### src/rtl/sram_arb_pkg.sv
// Shared types and constants for the SRAM arbiter: port ids, the in-flight
// tag carried alongside each SRAM command, and the aging-counter width.
package sram_arb_pkg;

    localparam logic PORT_DISP = 1'b0;
    localparam logic PORT_UPD  = 1'b1;

    typedef struct packed {
        logic valid;
        logic port;
        logic is_read;
    } tag_t;

    function automatic int unsigned wait_cnt_width(input int unsigned max_wait);
        return $clog2(max_wait + 1);
    endfunction

endpackage

### src/rtl/sram_arbiter_if.sv
// Bundles the two requester ports and the SRAM command/data lines.
// The arbiter takes the slave view; requesters and the SRAM take the master view.
interface sram_arbiter_if #(
    parameter int unsigned DATA_WIDTH = 8,
    parameter int unsigned ADDR_WIDTH = 16
);
    logic                  p0_req;
    logic [ADDR_WIDTH-1:0] p0_addr;
    logic                  p0_ready;
    logic                  p0_rvalid;
    logic [DATA_WIDTH-1:0] p0_rdata;

    logic                  p1_req;
    logic                  p1_we;
    logic [ADDR_WIDTH-1:0] p1_addr;
    logic [DATA_WIDTH-1:0] p1_wdata;
    logic                  p1_ready;
    logic                  p1_rvalid;
    logic [DATA_WIDTH-1:0] p1_rdata;

    logic                  sram_en;
    logic                  sram_we;
    logic [ADDR_WIDTH-1:0] sram_addr;
    logic [DATA_WIDTH-1:0] sram_wdata;
    logic [DATA_WIDTH-1:0] sram_rdata;

    modport slave (
        input  p0_req, p0_addr, p1_req, p1_we, p1_addr, p1_wdata, sram_rdata,
        output p0_ready, p0_rvalid, p0_rdata, p1_ready, p1_rvalid, p1_rdata,
        output sram_en, sram_we, sram_addr, sram_wdata
    );

    modport master (
        output p0_req, p0_addr, p1_req, p1_we, p1_addr, p1_wdata, sram_rdata,
        input  p0_ready, p0_rvalid, p0_rdata, p1_ready, p1_rvalid, p1_rdata,
        input  sram_en, sram_we, sram_addr, sram_wdata
    );

endinterface

### src/rtl/sram_arb_tag_pipe.sv
// Two-deep shift register of read/write tags, aligned so stage 2 coincides
// with SRAM read data; flush clears both stages.
module sram_arb_tag_pipe
    import sram_arb_pkg::*;
(
    input  logic clk,
    input  logic flush_i,
    input  tag_t tag_i,
    output tag_t tag_o
);

    tag_t s1_q;
    tag_t s2_q;

    always_ff @(posedge clk) begin
        if (flush_i) begin
            s1_q <= '0;
            s2_q <= '0;
        end else begin
            s1_q <= tag_i;
            s2_q <= s1_q;
        end
    end

    assign tag_o = s2_q;

endmodule

### src/rtl/sram_arbiter.sv
// Shares one single-port SRAM between a high-priority display read port and
// an update read/write port, with aging so the update port cannot starve.
module sram_arbiter
    import sram_arb_pkg::*;
#(
    parameter int unsigned DATA_WIDTH = 8,
    parameter int unsigned ADDR_WIDTH = 16,
    parameter int unsigned MAX_WAIT   = 4
) (
    input logic           clk,
    input logic           reset,
    sram_arbiter_if.slave bus
);

    localparam int unsigned     CntW    = wait_cnt_width(MAX_WAIT);
    localparam logic [CntW-1:0] MaxWait = CntW'(MAX_WAIT);

    logic [CntW-1:0]       wait_q, wait_d;
    logic                  gnt0, gnt1;
    logic                  en_q, we_q;
    logic [ADDR_WIDTH-1:0] addr_q;
    logic [DATA_WIDTH-1:0] wdata_q;
    tag_t                  tag_in, tag_out;

    always_comb begin
        gnt0   = 1'b0;
        gnt1   = 1'b0;
        wait_d = wait_q;
        if (!reset) begin
            if (bus.p1_req && wait_q == MaxWait) begin
                gnt1 = 1'b1;
            end else if (bus.p0_req) begin
                gnt0 = 1'b1;
            end else if (bus.p1_req) begin
                gnt1 = 1'b1;
            end
        end
        if (!bus.p1_req || gnt1) begin
            wait_d = '0;
        end else if (wait_q != MaxWait) begin
            wait_d = wait_q + CntW'(1);
        end
    end

    always_ff @(posedge clk) begin
        if (reset) begin
            wait_q  <= '0;
            en_q    <= 1'b0;
            we_q    <= 1'b0;
            addr_q  <= '0;
            wdata_q <= '0;
        end else begin
            wait_q <= wait_d;
            en_q   <= gnt0 | gnt1;
            we_q   <= gnt1 & bus.p1_we;
            // Address and write data hold across idle cycles.
            if (gnt0) begin
                addr_q  <= bus.p0_addr;
                wdata_q <= '0;
            end else if (gnt1) begin
                addr_q  <= bus.p1_addr;
                wdata_q <= bus.p1_wdata;
            end
        end
    end

    always_comb begin
        tag_in         = '0;
        tag_in.valid   = gnt0 | gnt1;
        tag_in.port    = gnt1 ? PORT_UPD : PORT_DISP;
        tag_in.is_read = gnt0 | (gnt1 & ~bus.p1_we);
    end

    sram_arb_tag_pipe u_tag_pipe (
        .clk     (clk),
        .flush_i (reset),
        .tag_i   (tag_in),
        .tag_o   (tag_out)
    );

    assign bus.p0_ready   = gnt0;
    assign bus.p1_ready   = gnt1;
    assign bus.p0_rvalid  = !reset && tag_out.valid && tag_out.is_read && tag_out.port == PORT_DISP;
    assign bus.p1_rvalid  = !reset && tag_out.valid && tag_out.is_read && tag_out.port == PORT_UPD;
    assign bus.p0_rdata   = bus.sram_rdata;
    assign bus.p1_rdata   = bus.sram_rdata;
    assign bus.sram_en    = en_q;
    assign bus.sram_we    = we_q;
    assign bus.sram_addr  = addr_q;
    assign bus.sram_wdata = wdata_q;

endmodule

### src/flat_wrapper.sv
// flat-port wrapper written by rule: the top's interface ports become plain ports
module sram_arbiter_flat import sram_arb_pkg::*;
#(
    parameter int unsigned DATA_WIDTH = 8,
    parameter int unsigned ADDR_WIDTH = 16,
    parameter int unsigned MAX_WAIT   = 4
)
  (clk, reset, bus_p0_req, bus_p0_addr, bus_p1_req, bus_p1_we, bus_p1_addr, bus_p1_wdata, bus_sram_rdata, bus_p0_ready, bus_p0_rvalid, bus_p0_rdata, bus_p1_ready, bus_p1_rvalid, bus_p1_rdata, bus_sram_en, bus_sram_we, bus_sram_addr, bus_sram_wdata);
  sram_arbiter_if #(.DATA_WIDTH(DATA_WIDTH), .ADDR_WIDTH(ADDR_WIDTH)) bus_i ();
  input logic clk;
  input logic reset;
  input wire logic [$bits(bus_i.p0_req)-1:0] bus_p0_req;
  input wire logic [$bits(bus_i.p0_addr)-1:0] bus_p0_addr;
  input wire logic [$bits(bus_i.p1_req)-1:0] bus_p1_req;
  input wire logic [$bits(bus_i.p1_we)-1:0] bus_p1_we;
  input wire logic [$bits(bus_i.p1_addr)-1:0] bus_p1_addr;
  input wire logic [$bits(bus_i.p1_wdata)-1:0] bus_p1_wdata;
  input wire logic [$bits(bus_i.sram_rdata)-1:0] bus_sram_rdata;
  output wire logic [$bits(bus_i.p0_ready)-1:0] bus_p0_ready;
  output wire logic [$bits(bus_i.p0_rvalid)-1:0] bus_p0_rvalid;
  output wire logic [$bits(bus_i.p0_rdata)-1:0] bus_p0_rdata;
  output wire logic [$bits(bus_i.p1_ready)-1:0] bus_p1_ready;
  output wire logic [$bits(bus_i.p1_rvalid)-1:0] bus_p1_rvalid;
  output wire logic [$bits(bus_i.p1_rdata)-1:0] bus_p1_rdata;
  output wire logic [$bits(bus_i.sram_en)-1:0] bus_sram_en;
  output wire logic [$bits(bus_i.sram_we)-1:0] bus_sram_we;
  output wire logic [$bits(bus_i.sram_addr)-1:0] bus_sram_addr;
  output wire logic [$bits(bus_i.sram_wdata)-1:0] bus_sram_wdata;
  assign bus_i.p0_req = bus_p0_req;
  assign bus_i.p0_addr = bus_p0_addr;
  assign bus_i.p1_req = bus_p1_req;
  assign bus_i.p1_we = bus_p1_we;
  assign bus_i.p1_addr = bus_p1_addr;
  assign bus_i.p1_wdata = bus_p1_wdata;
  assign bus_i.sram_rdata = bus_sram_rdata;
  assign bus_p0_ready = bus_i.p0_ready;
  assign bus_p0_rvalid = bus_i.p0_rvalid;
  assign bus_p0_rdata = bus_i.p0_rdata;
  assign bus_p1_ready = bus_i.p1_ready;
  assign bus_p1_rvalid = bus_i.p1_rvalid;
  assign bus_p1_rdata = bus_i.p1_rdata;
  assign bus_sram_en = bus_i.sram_en;
  assign bus_sram_we = bus_i.sram_we;
  assign bus_sram_addr = bus_i.sram_addr;
  assign bus_sram_wdata = bus_i.sram_wdata;
  sram_arbiter #(.DATA_WIDTH(DATA_WIDTH), .ADDR_WIDTH(ADDR_WIDTH), .MAX_WAIT(MAX_WAIT)) u_core (.clk(clk), .reset(reset), .bus(bus_i));
endmodule
### config.mk
export PLATFORM = sky130hd
export DESIGN_NAME = sram_arbiter_flat
export DESIGN_NICKNAME = d
export VERILOG_FILES = /design/src/rtl/sram_arb_pkg.sv /design/src/rtl/sram_arbiter_if.sv /design/src/rtl/sram_arb_tag_pipe.sv /design/src/rtl/sram_arbiter.sv /design/src/flat_wrapper.sv
export SDC_FILE = /design/constraint.sdc
export NUM_CORES = 1
export LEC_CHECK = 0
export CAP_MARGIN = 0
export CORE_MARGIN = 3
export CORE_UTILIZATION = 40
export CTS_CLUSTER_DIAMETER = 200
export DETAILED_ROUTE_END_ITERATION = 7
export PLACE_DENSITY = 0.83
export SYNTH_ARGS = -nofsm -noshare
export SYNTH_HDL_FRONTEND = slang
export SYNTH_HIERARCHICAL = 1
export SYNTH_SLANG_ARGS = --single-unit
### constraint.sdc
create_clock -name clk -period 4.05 [get_ports clk]
set_input_delay 0.405 -clock clk [delete_from_list [all_inputs] [get_ports clk]]
set_output_delay 0.405 -clock clk [all_outputs]
set_load 0.03 [all_outputs]
==> results of run 1 <==
## cell usage in the layout (no fill, tap or decap), types with 4 or more instances in the layout
master,synthesis,routed
nor3_1,17,17
o21ai_0,25,25
and3_1,4,4
clkdlybuf4s50_1,0,74
buf_4,17,4
inv_1,4,4
a21oi_1,9,9
clkbuf_8,0,5
a311oi_2,16,16
nand3_1,24,24
dfxtp_1,35,35
nor2b_1,7,6
## worst reg2reg max path: stages (launching register included)
cell	delay (ns)
dfxtp_1	0.34
inv_1	0.06
ha_1	0.27
a21boi_4	0.54
o21ai_0	0.23
a311oi_2	0.29
## cell families (layout without fill, tap and decap cells)
family	after synthesis	after routing
AO/OA/AOI/OAI	55	55
flip-flops	35	35
buffers and inverters	39	90
AND/OR/NAND/NOR	60	60
multiplexers	1	1
adder cells (fa/ha/maj)	2	2
## power groups by stage
stage / Combinational [mW] / Sequential (mW) / Clock [mW]
after floorplan: 0.0945 / 0.403 / 0
after global placement: 0.173 / 0.376 / 0
after detailed placement: 0.175 / 0.377 / 0
after CTS: 0.176 / 0.369 / 0.320
after global routing: 0.187 / 0.371 / 0.331
final: 0.175 / 0.369 / 0.311
## through the flow
| stage | total power, mW | area (um^2) | hold WS (ns) | util | cells |
|---|---|---|---|---|---|
| 3_5_place_dp | 0.551 | 2370 | 0.423 | 0.576 | 285 |
| 5_1_grt | 0.889 | 2480 | 0.452 | 0.604 | 293 |
| 6_report | 0.855 | 2480 | 0.443 | 0.604 | 293 |
| 4_1_cts | 0.864 | 2480 | 0.443 | 0.604 | 293 |
| 2_1_floorplan | 0.498 | 1770 | 0.414 | - | 192 |
| 3_3_place_gp | 0.549 | 2370 | 0.418 | 0.576 | 285 |
## layout make-up
class                           count  area, um^2  area share
Clock buffer                        5        68.8      0.0277
Clock inverter                      3        43.8      0.0176
Inverter                            4        15.0     0.00605
Multi-Input combinational cell    118         822       0.331
Sequential cell                    35         701       0.282
Tap cell                           50        62.6      0.0252
Timing Repair Buffer               78         771       0.310
## synthesized netlist by cell type, types with 2 or more instances
master     n  area share
buf_4     17       0.072
and3_1     4       0.014
nor3_1    17       0.048
a21oi_1    9       0.026
buf_2     10       0.028
nand3_1   24       0.068
clkbuf_1   5       0.011
nor2_1     2      0.0043
ha_1       2       0.014
a311oi_2  16        0.14
nor2b_1    7       0.025
nor3b_1    2      0.0085
o21ai_0   25       0.071
inv_1      4      0.0085
nand2b_1   2      0.0071
buf_6      3       0.019
dfxtp_1   35        0.40
## final timing paths
check | startpoint | to | slack [ns]
worst min-delay path | u_core/u_tag_pipe/s1_q[1] | u_core/u_tag_pipe/tag_o[1] | 0.44
worst max-delay path | u_core/wait_q[0] | bus_p0_ready | 1.32
worst min register to register | u_core/u_tag_pipe/s1_q[1] | u_core/u_tag_pipe/tag_o[1] | 0.44
worst max register to register | u_core/wait_q[0] | u_core/bus.sram_addr[15] | 2.24
## layer usage
layer	part of all wire	up-vias	GRT usage
met1	0.39	743	0.225
met3	0.11	9	0.0693
li1	-	783	-
met2	0.48	65	0.304
met5	0	-	0
met4	0.012	0	0.0512
## registers in the layout, summed over array words and instances, names as in the netlist
register,flops
u_core/bus.sram_addr,16
u_core/bus.sram_en,1
u_core/bus.sram_wdata,8
u_core/bus.sram_we,1
u_core/u_tag_pipe/s1_q,3
u_core/u_tag_pipe/tag_o,3
u_core/wait_q,3
==> out/metrics.yaml, run 1 <==
route:
  remaining_drc_errors: 0
  num_vias: 1600
  drtAntennaViolNets: 0
  firstDrtPassIters: 4
  drtIter0Drc: 184
  drt-vias-per-instance: 5.46
  drt-wirelength-per-cell_um: 15.9
  postRouteWirelength_mm: 4.67
cts:
  cts_tree: "built"
  h-tree-depth: 2
  root_buffer: "clkbuf_8"
  ctsResizeCount: 0
  insertion_delay_ns: 0.29
  cts_buffers: 5
  cts_sinks: 35
  cts_buffer_depth: 2
  cts_hold_buf: 0
  clkTransAtPathRegs_ns: 0.07
  postCtsSetupBuffers: 0
cells_and_area:
  n_fill_cell: 373
  nets: 297
  drive_above_1_share: 0.136
  diodes: 0
  area_growth_pct: 40.7
worst_setup_path:
  crit_buf_inv: 3
  crit_cells: 6
  cp_cell_sequence: "inv_1 > ha_1 > and3_1 > or2_4 > inv_1 > clkdlybuf4s50_1"
  cp_common_cell: "inv_1"
  criticalPathCategory: "register to output pin"
  required_ns: 3.64
  worst_path_largest_cell_delay_ns: 0.66
  cp.arrival_ns: 2.33
  worst-r2r-cell-count: 5
  worstSetupStartpointType: "register"
  crit_family: "buffers and inverters"
  crit_slowest_cell: "clkdlybuf4s50_1"
  path_max_fanout: 20
  end_kind: "output pin"
logic_synthesis:
  synth.distinct_cells: 25
  synth_seq_cells: 35
  yosysSeqAreaShare: 0.397
  synth_top_family_by_area: "compound AO/OA/AOI/OAI gates"
  avgSynthCellArea_um2: 9.20
  ys.flop_type: "dfxtp_1"
  synth_fp_nets: 247
  synth_edf_count: 0
  synthSimpleGateAreaFrac: 0.182
  synth_area_um2: 1770
  synth.area.mux_share: 0.00567
  synth_compound_area_frac: 0.262
  ys_async_sr_fraction: 0
  synth_fa_ha_area_frac: 0.0142
  syn_inst: 192
  synth-xor-area-share: 0
  yosysWarnings: 6
power_and_ir_drop:
  pwr-share-comb: 0.205
  p_seq_frac: 0.431
  powerDensity_nw_per_um2: 344
  p_int_mw: 0.631
  leakage_nw: 0.856
  ir_drop_v: 0.000184
  clockPowerShare: 0.364
  p_sw_mw: 0.224
  p_sw_frac: 0.262
min_path:
  hp-class: "register to register"
  hold_depth: 1
flow_run:
  cap_violations: 0
global_route:
  overflow: 0
  grt_antenna_before_repair: 0
  grt_start_max_net_pins: 29
  grt_first_pass_wirelength_mm: 7.59
  grt_pass1_vias: 1564
  grt_util_all_layers: 0.184
sta:
  fmax_mhz: 366
  max_slew_margin: 0.341
  drv_slew: 0
  hold_viol: 0
  tns_ns: 0
  skew_ns: 0.00643
  fin_ws_ns: 1.32
  worstMarginPinSlew_ns: 0.985
  finalCriticalPeriod_ns: 2.73
  finalSetupViolations: 0
  rsz0062_at_grt: "false"
  min_period_over_period: 0.675
run_status:
  outcome: "completed"
floorplan:
  start_util: 0.429
  num_io_pins: 99
  die_w_um: 72.4
  die_y_um: 72.4
  row_count: 23
  core_um2: 4120
  die-area_um2: 5250
place:
  io_buffers: 74
  post-dp-hpwl_mm: 3.17
  routabilityCongestion: 0.709
  dp_worst_setup_slack_ns: 1.41
Power figures use the tool's default switching activity.
==> run 2: changes to the inputs <==
CORE_UTILIZATION = 35   (was 40)
PLACE_DENSITY = 0.77   (was 0.83)
clock period = 2.2 ns   (was 4.05 ns; I/O delays follow)
==> run 2 against run 1 <==
Die area increased by 13%. Utilization down 6.8 points. Cell area is 3.1% higher. Count of clock-buffer cells in the layout stayed put. Sequential power increased by 83%. Routed wire length increased by 4.2%.
==> out/metrics.yaml, run 2 (synthesis results as in run 1) <==
cells_and_area:
  layout_commonest_cell: "clkdlybuf4s50_1"
  area_growth_pct: 45.1
  stdcell_count: 318  # +8.5%
  n_fill_cell: 445  # +19%
  drive_above_1_share: 0.171  # +0.0355
  diodes: 0  # unchanged
  nets: 305  # +2.7%
  fin_util: 0.535  # -0.0684
  design_area_um2: 2560  # +3.1%
  layout_common_cells: "70 x clkdlybuf4s50_1, 35 x dfxtp_1, 25 x o21ai_0"
  largest_reg_flops: 16  # unchanged
power_and_ir_drop:
  powerDensity_nw_per_um2: 619  # +80%
  power.total_mw: 1.59  # +85%
  ir_drop_v: 0.000307  # +67%
  leakage_nw: 0.918  # +7.2%
worst_setup_path:
  worstSetupStartpointType: "register"
  worst_path_largest_cell_delay_ns: 0.39  # -0.27 ns
  worstReg2RegStart: "u_core/wait_q[0]"
  cp_cell_sequence: "inv_1 > ha_1 > and3_1 > or2_4 > inv_1 > dlygate4sd2_1"
  crit_start: "u_core/wait_q[0]"
  required_ns: 1.98  # -1.66 ns
  path_max_fanout: 2  # -90%
  crit_slowest_cell: "dlygate4sd2_1"
  r2r_end: "u_core/bus.sram_addr[1]"
  worst-r2r-cell-count: 7  # +2
  end_kind: "output pin"
  cp.arrival_ns: 1.78  # -0.55 ns
  criticalPathCategory: "register to output pin"
  cp_common_cell: "inv_1"
  ff2ff_setup_slack_ns: 0.50  # -1.74 ns
route:
  firstDrtPassIters: 4  # unchanged
  postRouteWirelength_mm: 4.87  # +4.2%
  drtIter0Drc: 108  # -41%
  drt-wirelength-per-cell_um: 15.3  # -4.0%
  drt-vias-per-instance: 5.16  # -5.5%
  num_vias: 1641  # +2.6%
  remaining_drc_errors: 0  # unchanged
  drtAntennaViolNets: 0  # unchanged
place:
  routabilityCongestion: 0.800  # +13%
  dp_worst_setup_slack_ns: 0.135  # -1.28 ns
  post-dp-hpwl_mm: 3.37  # +6.5%
  placedCellCount: 310  # +8.8%
  io_buffers: 74  # unchanged
  placed_cell_area_um2: 2450  # +3.2%
floorplan:
  die-area_um2: 5930  # +13%
  die_y_um: 77.0  # +6.3%
  num_io_pins: 99  # unchanged
  start_util: 0.369  # -0.0601
  die_w_um: 77.0  # +6.3%
  core_um2: 4790  # +16%
  row_count: 25  # +8.7%
sta:
  skew_ns: 0.00782  # +0.00138 ns
  fin_ws_ns: 0.202  # -1.12 ns
  fmax_mhz: 501
  worstMarginPinSlew_ns: 0.460  # -0.524 ns
  tns_ns: 0  # unchanged
  finalSetupViolations: 0  # unchanged
  finalCriticalPeriod_ns: 2.00
  max_slew_margin: 0.693  # +0.352
  hold_viol: 0  # unchanged
  timing.hold.ws_ns: 0.435  # -0.00818 ns
  drv_slew: 0  # unchanged
  min_period_over_period: 0.908
  rsz0062_at_grt: "false"
global_route:
  use_met2: 0.267  # -0.0378
  grt_util_all_layers: 0.169  # -0.0151
  use_met1: 0.204  # -0.0210
  overflow: 0  # unchanged
  grt_antenna_before_repair: 0  # unchanged
  grt_first_pass_wirelength_mm: 8.14  # +7.3%
  grt_start_max_net_pins: 28  # -3.4%
  use_met3: 0.0599  # -0.00939
  grt_busiest_layer: "met2"
  grt_pass1_vias: 1651  # +5.6%
flow_run:
  cap_violations: 0  # unchanged
cts:
  root_buffer: "clkbuf_8"
  cts_buffer_depth: 2  # unchanged
  cts_sinks: 35  # unchanged
  insertion_delay_ns: 0.28  # about the same
  clkTransAtPathRegs_ns: 0.08  # about the same
  cts_buffers: 5  # unchanged
  cts_hold_buf: 0  # unchanged
  cts_tree: "built"
  h-tree-depth: 2  # unchanged
min_path:
  hold_depth: 1  # unchanged
  hp-class: "register to register"
  worstHoldEndpoint: "u_core/u_tag_pipe/tag_o[1]"
  hold_path_startpoint: "u_core/u_tag_pipe/s1_q[1]"
run_status:
  outcome: "completed"
-- run 2: final cells by class --
class / count / area (um^2) / share of cell area
Clock buffer: 5 / 68.8 / 0.0269
Clock inverter: 3 / 43.8 / 0.0171
Inverter: 4 / 15.0 / 0.00586
Multi-Input combinational cell: 118 / 822 / 0.321
Sequential cell: 35 / 701 / 0.274
Tap cell: 67 / 83.8 / 0.0327
Timing Repair Buffer: 86 / 827 / 0.323
-- run 2: how the worst max path moves through the flow --
stage,to,slack [ns],cells past startpoint
after CTS,bus_p1_ready,0.09,6
after global placement,bus_p0_ready,0.17,5
after floorplan,bus_p0_ready,0.45,7
after detailed placement,bus_p0_ready,0.13,5
final,bus_p0_ready,0.20,6
after global routing,bus_p0_ready,0.10,6
-- run 2: where the power goes --
part           leakage (nW)  total (mW)  internal [mW]  switching, mW
Sequential            0.287       0.677          0.664         0.0131
Combinational         0.573       0.335          0.168          0.167
Clock                0.0581       0.573          0.337          0.236
-- run 2: routing by layer --
metal  wire (um)  vias to the layer above
li1            -                      796
met1        2030                      763
met2        2330                       68
met3         415                       14
met4          93                        0
met5           0                        -
-- run 2: timing repair --
action,CTS,global route
buffers inserted,0,0
setup endpoints to repair,1,1
gates cloned,0,0
resized for setup,1,1
hold endpoints to repair,0,0
-- run 2: worst max-delay path, delay by kind of cell, from the launching register on --
kind                       cells  cell delay (ns)
DFF                            1             0.35
and+or+nand+nor                2             0.45
buffers and inverters          3             0.50
adders and majority gates      1             0.20
==> run 3: changes to the inputs <==
SKIP_LAST_GASP = 1   (was unset)
==> results of run 3 <==
Same layout as run 2: the final DEF is identical, and so are final timing and power.
